$ cat config.mk
export PLATFORM = sky130hd
export DESIGN_NAME = writeback_arbiter
export DESIGN_NICKNAME = d
export VERILOG_FILES = /design/src/rtl/writeback_arbiter.sv
export SDC_FILE = /design/constraint.sdc
export NUM_CORES = 1
export LEC_CHECK = 0
export BUFFER_PORTS_ARGS = -buffer_cell sky130_fd_sc_hd__buf_2
export CORE_MARGIN = 4
export CORE_UTILIZATION = 40
export DETAILED_ROUTE_END_ITERATION = 10
export SLEW_MARGIN = 20
export SYNTH_ARGS = -nofsm -noshare
export SYNTH_HDL_FRONTEND = slang
export SYNTH_SLANG_ARGS = --single-unit
export TNS_END_PERCENT = 5
$ cat constraint.sdc
create_clock -name clk -period 4.1 [get_ports clk]
set_clock_uncertainty 0.15 [all_clocks]
set_input_delay 0.41 -clock clk [delete_from_list [all_inputs] [get_ports clk]]
set_output_delay 0.41 -clock clk [all_outputs]
set_load 0.01 [all_outputs]
$ cat src/rtl/writeback_arbiter.sv
// Register-file write-back arbiter: merges non-stallable load results with
// handshaked ALU results, buffering ALU results that lose the port in a FIFO.
module writeback_arbiter #(
    parameter int unsigned DATA_WIDTH     = 32,
    parameter int unsigned REG_ADDR_WIDTH = 5,
    parameter int unsigned FIFO_DEPTH     = 2,
    parameter int unsigned COUNT_WIDTH    = 32
) (
    input  logic                      clk,
    input  logic                      rst,
    input  logic                      exValid,
    output logic                      exReady,
    input  logic [REG_ADDR_WIDTH-1:0] exRdAddr,
    input  logic                      exWEnable,
    input  logic [DATA_WIDTH-1:0]     exData,
    input  logic                      memValid,
    input  logic [REG_ADDR_WIDTH-1:0] memRdAddr,
    input  logic [DATA_WIDTH-1:0]     memData,
    output logic                      wEnable,
    output logic [REG_ADDR_WIDTH-1:0] rdAddr,
    output logic [DATA_WIDTH-1:0]     wData,
    output logic                      pending,
    output logic [COUNT_WIDTH-1:0]    writeCount
);

    localparam int unsigned PTR_WIDTH = (FIFO_DEPTH > 1) ? $clog2(FIFO_DEPTH) : 1;
    localparam int unsigned CNT_WIDTH = PTR_WIDTH + 1;

    logic [REG_ADDR_WIDTH-1:0] fifo_rd_q   [FIFO_DEPTH];
    logic [REG_ADDR_WIDTH-1:0] fifo_rd_d   [FIFO_DEPTH];
    logic [DATA_WIDTH-1:0]     fifo_data_q [FIFO_DEPTH];
    logic [DATA_WIDTH-1:0]     fifo_data_d [FIFO_DEPTH];
    logic [PTR_WIDTH-1:0]      rd_ptr_q, rd_ptr_d;
    logic [PTR_WIDTH-1:0]      wr_ptr_q, wr_ptr_d;
    logic [CNT_WIDTH-1:0]      count_q, count_d;
    logic                      wen_q, wen_d;
    logic [REG_ADDR_WIDTH-1:0] rd_q, rd_d;
    logic [DATA_WIDTH-1:0]     wd_q, wd_d;
    logic [COUNT_WIDTH-1:0]    wcount_q, wcount_d;

    logic ex_accept, ex_write, mem_eff, fifo_empty;
    logic sel_pop, sel_byp, push;

    // Ready only from registered occupancy so upstream never sees a comb loop.
    assign exReady = rst & (count_q < CNT_WIDTH'(FIFO_DEPTH));

    assign wEnable    = wen_q;
    assign rdAddr     = rd_q;
    assign wData      = wd_q;
    assign pending    = (count_q != '0);
    assign writeCount = wcount_q;

    always_comb begin
        ex_accept  = exValid & exReady;
        ex_write   = ex_accept & exWEnable & (exRdAddr != '0);
        mem_eff    = memValid & (memRdAddr != '0);
        fifo_empty = (count_q == '0);

        // Priority: load, then FIFO head, then ALU bypass when nothing is queued.
        sel_pop = ~mem_eff & ~fifo_empty;
        sel_byp = ~mem_eff & fifo_empty & ex_write;
        push    = ex_write & ~sel_byp;

        fifo_rd_d   = fifo_rd_q;
        fifo_data_d = fifo_data_q;
        rd_ptr_d    = rd_ptr_q;
        wr_ptr_d    = wr_ptr_q;
        count_d     = count_q;
        wen_d       = 1'b0;
        rd_d        = rd_q;
        wd_d        = wd_q;
        wcount_d    = wcount_q;

        if (mem_eff) begin
            wen_d = 1'b1;
            rd_d  = memRdAddr;
            wd_d  = memData;
        end else if (sel_pop) begin
            wen_d = 1'b1;
            rd_d  = fifo_rd_q[rd_ptr_q];
            wd_d  = fifo_data_q[rd_ptr_q];
        end else if (sel_byp) begin
            wen_d = 1'b1;
            rd_d  = exRdAddr;
            wd_d  = exData;
        end

        if (push) begin
            fifo_rd_d[wr_ptr_q]   = exRdAddr;
            fifo_data_d[wr_ptr_q] = exData;
            wr_ptr_d              = wr_ptr_q + PTR_WIDTH'(1);
        end
        if (sel_pop) begin
            rd_ptr_d = rd_ptr_q + PTR_WIDTH'(1);
        end

        case ({push, sel_pop})
            2'b10:   count_d = count_q + CNT_WIDTH'(1);
            2'b01:   count_d = count_q - CNT_WIDTH'(1);
            default: count_d = count_q;
        endcase

        wcount_d = wcount_q + COUNT_WIDTH'(wen_d);
    end

    always_ff @(posedge clk or negedge rst) begin
        if (!rst) begin
            fifo_rd_q   <= '{default: '0};
            fifo_data_q <= '{default: '0};
            rd_ptr_q    <= '0;
            wr_ptr_q    <= '0;
            count_q     <= '0;
            wen_q       <= 1'b0;
            rd_q        <= '0;
            wd_q        <= '0;
            wcount_q    <= '0;
        end else begin
            fifo_rd_q   <= fifo_rd_d;
            fifo_data_q <= fifo_data_d;
            rd_ptr_q    <= rd_ptr_d;
            wr_ptr_q    <= wr_ptr_d;
            count_q     <= count_d;
            wen_q       <= wen_d;
            rd_q        <= rd_d;
            wd_q        <= wd_d;
            wcount_q    <= wcount_d;
        end
    end

endmodule

==> run_results.csv, run 1 <==
group,metric,value,unit
clocking,clockBufferDepth,2,
placement,hpwl,11.2,mm
timing,period_share,75.7,%
detailed_routing,dr.pass1.iters,4,
final_layout,regArea,3700,um2
synth,ys_seq_area_share,51.9,%
clocking,root_buffer,"clkbuf_16",
die,ios,151,
final_layout,utilization,50.5,%
placement,gp_congestion,0.791,
timing,finalSetupViolCount,0,
final_layout,drive_gt1_share,47.9,%
worst_setup_path,r2r_start,"count_q[1]$_DFFE_PN0P_",
timing,drv_slew,0,
synth,synth.avg_cell_area,13.1,um2
timing,finalHoldViolCount,0,
flow_run,max-cap-violations,0,
clocking,clock_sinks,148,
clocking,clkTransAtPathRegs,0.06,ns
synth,yosysTopAreaCellShare,51.9,%
global_routing,antenna_found_initial,1,
final_layout,layout_commonest_cell,"buf_2",
worst_setup_path,r2r-end,"fifo_data_q[63]$_DFFE_PN0P_",
status,status,"finished, final reports clean",
timing,rsz0062_at_grt,"false",
power,power,6.64,mW
global_routing,overflow,0,
clocking,clkLatencyLatePin,0.43,ns
detailed_routing,wl,16.9,mm
final_layout,nets,772,
worst_setup_path,ff2ff_path_depth,5,
synth,ys_types,40,
synth,synth_top_area_cell,"dfrtp_1",
clocking,cts_tree,"done",
worst_setup_path,crit_chain,"and4b_1 -> o21ai_4 -> a211oi_4 -> buf_4 -> mux2_2",
worst_setup_path,cp_max_fo,22,
final_layout,layout_common_cells,"149 x buf_2, 147 x dfrtp_1, 116 x mux2_2",
power,peakVddDrop,0.327,mV
clocking,post_cts_buffers,0,
synth,syn_inst,543,
global_routing,grt_usage,17.5,%
detailed_routing,viasPerCell,5.22,
placement,post-place-cells,896,
synth,async_flop_share,100,%
timing,setup_total_negative_slack,0,ns
synth,synth-seq-cells,148,
final_layout,multi_input_area,3240,um2
timing,min_period,3.10,ns
synth,netlist_area,7130,um2
die,core_area,17400,um2
worst_setup_path,cp-end-kind,"flip-flop",
power,cellLeakagePower,4.12,nW
die,die_w,142,um
synth,synthTopCellsByArea,"dfrtp_1 52%, mux2_2 18%, mux2i_1 4.9%, mux2_4 4.2%, xnor2_1 3.4%",
final_layout,final_cell_area,8770,um2
die,dieArea,20000,um2
die,rows,48,
power,power.density,757,nW/um2
detailed_routing,drtIter0Drc,200,
worst_setup_path,arrival,3.27,ns
global_routing,grt_pass1_vias,5280,
die,die_height,142,um
clocking,cts-resized-gates,0,
worst_setup_path,critical_path_class,"reg2reg",
detailed_routing,ant_nets,0,
synth,synth_edf_count,0,
placement,port-buffer-count,150,
synth,ys.flop_type,"dfrtp_1",
final_layout,area_delta_synth_final,23.1,%
min_path,holdCritPathClass,"in2async",
synth,syn_nets,625,
clocking,cts_made_buffers,17,
timing,slew-limit-headroom,25.0,%
die,initial_core_util,41.1,%
detailed_routing,wl_per_cell,18.2,um
global_routing,grt_first_pass_wirelength,27.7,mm
detailed_routing,dr_total_vias,4848,
worst_setup_path,slowest_delay,0.80,ns
global_routing,grt_max_degree,80,
clocking,htree_levels,4,
synth,yosys_warnings,0,
final_layout,fin_cells,929,
worst_setup_path,rrSetupSlack,1.0,ns
worst_setup_path,required,4.26,ns
timing,fmaxAchievable,322,MHz
clocking,hold_buffers,0,
placement,dpl_cell_area,8070,um2
worst_setup_path,cp_slowest_cell,"a211oi_4",
final_layout,nFillCells,1541,
timing,worst_pin_slew,1.13,ns
worst_setup_path,worstSetupStartpointType,"flip-flop",
detailed_routing,post-route-drc-count,0,
[worst max-delay path, delay by kind of cell, from the launching register on]
| kind | cells | cell delay [ns] |
|---|---|---|
| compound gates | 2 | 0.92 |
| buf+inv | 1 | 0.45 |
| flops | 1 | 0.63 |
| mux | 1 | 0.38 |
| simple gates | 1 | 0.44 |
[area by class of cell]
cell class                 count  share of cell area, %
tap                          225                   3.21
sequential                   148                   42.2
antenna                        1                 0.0285
multi-input combinational    359                   36.9
inverter                       4                  0.171
timing repair buffer         160                   9.53
clock inverter                 9                   2.22
clock buffer                  23                   5.68
[state kept, by name, summed over array words and instances, names as in the netlist]
name and cells:
fifo_data_q 64, wData 32, writeCount 32, fifo_rd_q 10, rdAddr 5, count_q 2, rd_ptr_q 1, wEnable 1
wr_ptr_q 1
[where the power goes]
| group | internal, mW | leakage, nW | switching, mW |
|---|---|---|---|
| clock | 1.22 | 0.343 | 0.597 |
| combinational | 1.27 | 1.94 | 1.02 |
| sequential | 2.08 | 1.83 | 0.452 |
[worst max path at each step]
stage / startpoint / to / slack (ns) / cells after the start
2_1_floorplan: count_q[1]$_DFFE_PN0P_ / writeCount[22]$_DFF_PN0_ / 1.49 / 11
3_3_place_gp: count_q[1]$_DFFE_PN0P_ / fifo_data_q[42]$_DFFE_PN0P_ / 1.09 / 5
3_5_place_dp: count_q[1]$_DFFE_PN0P_ / fifo_data_q[63]$_DFFE_PN0P_ / 0.96 / 5
4_1_cts: count_q[1]$_DFFE_PN0P_ / fifo_data_q[63]$_DFFE_PN0P_ / 0.95 / 5
5_1_grt: count_q[1]$_DFFE_PN0P_ / fifo_rd_q[8]$_DFFE_PN0P_ / 0.84 / 5
6_report: count_q[1]$_DFFE_PN0P_ / fifo_data_q[63]$_DFFE_PN0P_ / 1.0 / 5
[Yosys cell counts, drive strengths merged (2+ instances only)]
master   number
nand3        14
nor3         35
o21ai         2
a2bb2oi       4
and4          4
ha            3
mux2i        35
nor2          6
and3          5
or4           2
buf          25
mux2        141
nand2        13
a211oi        2
nand4        11
xor2          7
xnor2        28
and2          3
inv           3
clkbuf        7
o221ai        3
a21oi        33
dfrtp       148
[routing by layer]
metal / vias to the layer above / share of wire, % / GRT usage [%]
met2: 126 / 49 / 29.9
met4: 2 / 1.3 / 5.30
met5: - / 0.077 / 0
met3: 19 / 7.0 / 5.86
li1: 2271 / - / -
met1: 2430 / 42 / 21.2
[through the flow]
stage,setup WS [ns],hold WS (ns)
6_report,0.996,0.0468
5_1_grt,0.837,0.0733
4_1_cts,0.953,0.0693
3_3_place_gp,1.09,0.310
2_1_floorplan,1.49,-0.0356
3_5_place_dp,0.961,0.314
[cells by family (layout without fill, tap and decap cells)]
logic type | after synthesis | after routing | synth area share [%]
other | 0 | 1 | 0
DFF | 148 | 148 | 51.9
buffers and inverters | 36 | 196 | 2.81
AOI/OAI and AO/OA | 48 | 48 | 4.65
adders and majority gates | 3 | 3 | 0.527
muxes | 176 | 176 | 28.2
and+or+nand+nor | 97 | 97 | 7.53
xor gates and xnor gates | 35 | 35 | 4.30
Note: power is estimated with default switching activity, not from simulation.
==> run 2, diff against run 1 <==
clock period = 2.85 ns   (was 4.1 ns; I/O delays follow)
==> run 2 against run 1 <==
Against the previous run:
- combinational power increased by 53%
- via count increased by 2.4%
- global-route usage decreased by 0.40 points
- critical path type is now in2reg
- largest cell class unchanged
==> run_results.csv, run 2 (synthesis results as in run 1) <==
group,metric,value,unit
die,core_area,17400,um2
clocking,htree_levels,4,
min_path,holdCritPathClass,"in2reg",
detailed_routing,post-route-drc-count,0,
global_routing,gr-usage-met1,22.5,%
placement,hpwl,11.3,mm
worst_setup_path,ff2ff_path_depth,9,
worst_setup_path,critical_path_class,"in2reg",
final_layout,area_delta_synth_final,28.3,%
timing,setup_total_negative_slack,0,ns
die,rows,48,
clocking,clkLatencyLatePin,0.41,ns
die,dieArea,20000,um2
clocking,cts-resized-gates,0,
placement,gp_congestion,0.839,
global_routing,overflow,0,
clocking,cts_made_buffers,17,
global_routing,grt_first_pass_wirelength,27.6,mm
worst_setup_path,worstSetupStartpointType,"primary input",
worst_setup_path,required,3.04,ns
global_routing,grt_max_degree,84,
placement,port-buffer-count,150,
detailed_routing,dr.pass1.iters,4,
final_layout,drive_gt1_share,45.9,%
final_layout,layout_commonest_cell,"buf_2",
global_routing,grt_usage,17.1,%
min_path,holdPathStages,3,
timing,rsz0062_at_grt,"false",
final_layout,regArea,3700,um2
flow_run,max-cap-violations,0,
power,peakVddDrop,0.447,mV
detailed_routing,viasPerCell,5.08,
final_layout,largest_reg_flops,64,
power,cellLeakagePower,4.27,nW
final_layout,nets,821,
die,initial_core_util,41.1,%
global_routing,grt_pass1_vias,5343,
clocking,clockBufferDepth,2,
timing,finalSetupViolCount,0,
timing,fmaxAchievable,382,MHz
final_layout,multi_input_area,3230,um2
detailed_routing,drtIter0Drc,197,
detailed_routing,ant_nets,0,
timing,min_period,2.62,ns
global_routing,use_met2,28.0,%
timing,fin_hold_ws,0.0315,ns
power,power.density,1010,nW/um2
detailed_routing,wl_per_cell,17.2,um
worst_setup_path,cp_max_fo,9,
final_layout,regMostFlops,"fifo_data_q",
timing,slew-limit-headroom,43.2,%
clocking,clock_sinks,148,
detailed_routing,wl,16.8,mm
timing,worst_pin_slew,0.852,ns
global_routing,top_usage_layer,"met2",
clocking,post_cts_buffers,0,
worst_setup_path,cp-end-kind,"flip-flop",
die,die_w,142,um
final_layout,diodes,0,
die,ios,151,
detailed_routing,dr_total_vias,4962,
timing,finalHoldViolCount,0,
clocking,root_buffer,"clkbuf_16",
final_layout,nFillCells,1483,
worst_setup_path,arrival,2.81,ns
final_layout,layout_common_cells,"149 x buf_2, 147 x dfrtp_1, 116 x mux2_2",
status,status,"finished, final reports clean",
die,die_height,142,um
global_routing,antenna_found_initial,1,
global_routing,use_met3,4.72,%
timing,period_share,92.0,%
clocking,cts_tree,"done",
timing,drv_slew,0,
clocking,clkTransAtPathRegs,0.06,ns
-- run 2: changes by cell type in the layout (fill, tap and decap cells not counted), sizes merged, moves of 2 or more --
cell         before  now
clkinv            4    6
bufinv            6    2
dlygate4sd3       0   40
buf             160  169
-- run 2: area by class of cell --
class / instances / area share (%)
flip-flops and latches: 148 / 40.5
multi-input cells: 359 / 35.3
repair buffers: 209 / 14.5
clock buffers: 22 / 5.29
well taps: 225 / 3.08
clock inverters: 9 / 1.11
inverters: 4 / 0.164
-- run 2: what timing repair did --
action                                  CTS  global route
endpoints found under the setup margin    0             0
hold buffers                             40             0
endpoints found under the hold margin   138             0
-- run 2: final timing paths --
path                                     startpoint                         end  slack, ns
max                                     exRdAddr[1]    writeCount[28]$_DFF_PN0_       0.23
min                                    memRdAddr[0]       rdAddr[0]$_DFFE_PN0P_       0.03
max reg2reg                  count_q[1]$_DFFE_PN0P_    writeCount[28]$_DFF_PN0_       0.27
min reg2reg                writeCount[31]$_DFF_PN0_    writeCount[31]$_DFF_PN0_       0.33
max in group asynchronous                       rst        rd_ptr_q$_DFFE_PN0N_       0.78
min in group asynchronous                       rst  fifo_data_q[3]$_DFFE_PN0P_       0.49
-- run 2: stage by stage --
step	instances	total power, mW	utilization [%]	worst slack, ns	cell area (um2)
6_report	976	9.25	52.7	0.229	9150
3_5_place_dp	905	7.08	47.0	0.245	8160
3_3_place_gp	905	6.94	47.0	0.308	8160
4_1_cts	976	9.36	52.7	0.255	9140
2_1_floorplan	543	5.96	-	0.236	7130
5_1_grt	976	9.86	52.7	0.0260	9150
-- run 2: metal layers --
| layer | up-vias | part of all wire [%] |
|---|---|---|
| met1 | 2454 | 46 |
| met4 | 2 | 1.4 |
| met5 | - | 0.078 |
| met3 | 18 | 5.6 |
| li1 | 2365 | - |
| met2 | 123 | 47 |
-- run 2: worst max-delay path: stages --
cell	delay, ns
dlygate4sd3_1	0.55
buf_2	0.15
or4_4	0.56
o21ai_4	0.16
nand3_2	0.12
ha_1	0.24
ha_1	0.23
inv_1	0.09
nor2_1	0.15
nand4_1	0.16
xnor2_1	0.12
-- run 2: power breakdown --
| group | leakage (nW) | switching [mW] | internal, mW | total, mW |
|---|---|---|---|---|
| clock | 0.292 | 0.833 | 1.37 | 2.21 |
| combinational | 2.15 | 1.61 | 1.91 | 3.52 |
| sequential | 1.83 | 0.534 | 2.99 | 3.53 |
==> run 3, diff against run 2 <==
CELL_PAD_IN_SITES_DETAIL_PLACEMENT = 1   (was unset)
CELL_PAD_IN_SITES_GLOBAL_PLACEMENT = 2   (was unset)
CORE_UTILIZATION = 33   (was 40)
PLACE_DENSITY_LB_ADDON = 0.1   (was unset)
==> run 3 against run 2 <==
Against the previous run:
- cell count increased by 5.1%
- utilization fell by 9.0 points
- die area rose by 20%
- maximum frequency increased by 1.3%
- power grew 3.1%
- largest power group is now combinational cells
- setup slack better by 0.034 ns
- hold slack improved by 0.0010 ns
- design area up 1.1%
- clock power is 8% higher
- critical path depth unchanged
==> run_results.csv, run 3 (synthesis results as in run 1) <==
group,metric,value,unit
global_routing,overflow,0,
clocking,cts_tree,"done",
power,p_int,6.46,mW
final_layout,layout_common_cells,"149 x buf_2, 145 x dfrtp_1, 116 x mux2_2",
power,p_switching,3.08,mW
placement,dp_slack,0.179,ns
global_routing,grt_pass1_vias,5762,
placement,port-buffer-count,150,
global_routing,grt_first_pass_wirelength,31.5,mm
clocking,clkTransAtPathRegs,0.06,ns
worst_setup_path,cp_max_fo,9,
detailed_routing,viasPerCell,4.95,
worst_setup_path,crit_chain,"dlygate4sd3_1 -> buf_2 -> or4_4 -> o21ai_4 -> nand3_2 -> ha_1 -> ha_1 -> inv_1 -> nor2_2 -> nand4_1 -> xnor2_1",
clocking,root_buffer,"clkbuf_16",
power,pwr-share-clk,25.1,%
die,rows,53,
global_routing,grt_max_degree,150,
final_layout,layout_commonest_cell,"buf_2",
timing,finalHoldViolCount,0,
detailed_routing,dr_total_vias,5082,
detailed_routing,ant_nets,0,
worst_setup_path,critical_path_class,"in2reg",
final_layout,nFillCells,2267,
flow_run,max-cap-violations,0,
die,dieArea,24000,um2
global_routing,grt_usage,16.5,%
detailed_routing,drtIter0Drc,188,
placement,hpwl,12.7,mm
detailed_routing,wl,19.3,mm
status,status,"finished, final reports clean",
clocking,clkLatencyLatePin,0.41,ns
final_layout,fin_cells,1026,
die,initial_core_util,33.7,%
timing,fmaxAchievable,387,MHz
detailed_routing,dr.pass1.iters,4,
power,cellLeakagePower,4.27,nW
worst_setup_path,arrival,2.77,ns
worst_setup_path,slowest_delay,0.55,ns
die,die_height,155,um
placement,gp_congestion,0.778,
clocking,clockBufferDepth,2,
detailed_routing,post-route-drc-count,0,
final_layout,largest_reg_flops,64,
final_layout,drive_gt1_share,46.4,%
worst_setup_path,worstSetupStartpointType,"primary input",
timing,slew-limit-headroom,40.3,%
worst_setup_path,cp-end-kind,"flip-flop",
die,ios,151,
min_path,holdCritPathClass,"in2reg",
worst_setup_path,timing.critical_path.mode_cell,"ha_1",
timing,worst_pin_slew,0.896,ns
final_layout,area_delta_synth_final,29.7,%
timing,fin_hold_ws,0.0325,ns
power,power.density,1030,nW/um2
clocking,htree_levels,4,
global_routing,antenna_found_initial,2,
final_layout,nets,819,
power,swShare,32.3,%
detailed_routing,wl_per_cell,18.8,um
final_layout,regMostFlops,"fifo_data_q",
die,die_w,155,um
clocking,post_cts_buffers,0,
timing,min_period,2.59,ns
power,combinationalPowerShare,37.7,%
timing,drv_slew,0,
worst_setup_path,required,3.03,ns
timing,worst_slack,0.263,ns
timing,rsz0062_at_grt,"false",
die,core_area,21200,um2
clocking,cts_made_buffers,17,
placement,post-place-cells,956,
clocking,clock_sinks,148,
timing,period_share,90.8,%
power,peakVddDrop,0.418,mV
timing,finalSetupViolCount,0,
power,seq_power_share,37.2,%
timing,setup_total_negative_slack,0,ns
worst_setup_path,cp_slowest_cell,"or4_4",
[run 3: worst paths after layout]
check	start	endpoint	slack, ns	cells after the start
setup reg to reg	count_q[1]$_DFFE_PN0P_	writeCount[14]$_DFF_PN0_	0.44	9
hold / removal	exData[0]	fifo_data_q[32]$_DFFE_PN0P_	0.03	2
setup / recovery	exRdAddr[1]	writeCount[24]$_DFF_PN0_	0.26	11
hold reg to reg	writeCount[31]$_DFF_PN0_	writeCount[31]$_DFF_PN0_	0.32	1
min in group asynchronous	rst	wData[3]$_DFFE_PN0P_	0.39	3
max in group asynchronous	rst	wData[30]$_DFFE_PN0P_	1.45	3
[run 3: what timing repair did]
item,4_1_cts,5_1_grt
endpoints found under the setup margin,0,3
gates resized for setup,0,1
hold buffers,37,0
endpoints found under the hold margin,215,0
[run 3: power by group through the flow]
stage	combinational, mW	sequential [mW]	clock (mW)
5_1_grt	3.96	3.67	2.57
4_1_cts	3.67	3.57	2.47
3_5_place_dp	3.61	3.58	0
6_report	3.59	3.55	2.39
3_3_place_gp	3.56	3.51	0
2_1_floorplan	2.41	3.55	0
[run 3: final cells by class]
cell class	count	area (um2)	area share, %
sequential	148	3710	40.1
timing repair buffer	207	1320	14.2
clock inverter	9	150	1.62
tap	275	344	3.72
inverter	4	15.0	0.162
clock buffer	23	478	5.17
multi-input combinational	359	3230	35.0
antenna	1	2.50	0.0271
[run 3: metal layers]
metal	track usage (%)	share of wire, %	up-vias
met5	0	0.036	-
met2	26.6	47	108
li1	-	-	2361
met4	5.17	1.3	2
met3	4.67	5.9	18
met1	21.5	45	2593
[run 3: worst max-delay path: cells and delay by family]
kind,cells,cell delay (ns)
buffers and inverters,3,0.80
adders and majority gates,2,0.47
AOI/OAI and AO/OA,1,0.16
xor gates and xnor gates,1,0.13
and+or+nand+nor,4,0.91
[run 3: metrics by stage]
| step | total power, mW | instance area [um2] | util, % |
|---|---|---|---|
| finish | 9.53 | 9250 | 43.7 |
| global route | 10.2 | 9250 | 43.7 |
| CTS | 9.71 | 9240 | 43.7 |
| detailed placement | 7.20 | 8240 | 39.0 |
| global placement | 7.07 | 8240 | 39.0 |
| floorplan | 5.96 | 7130 | - |
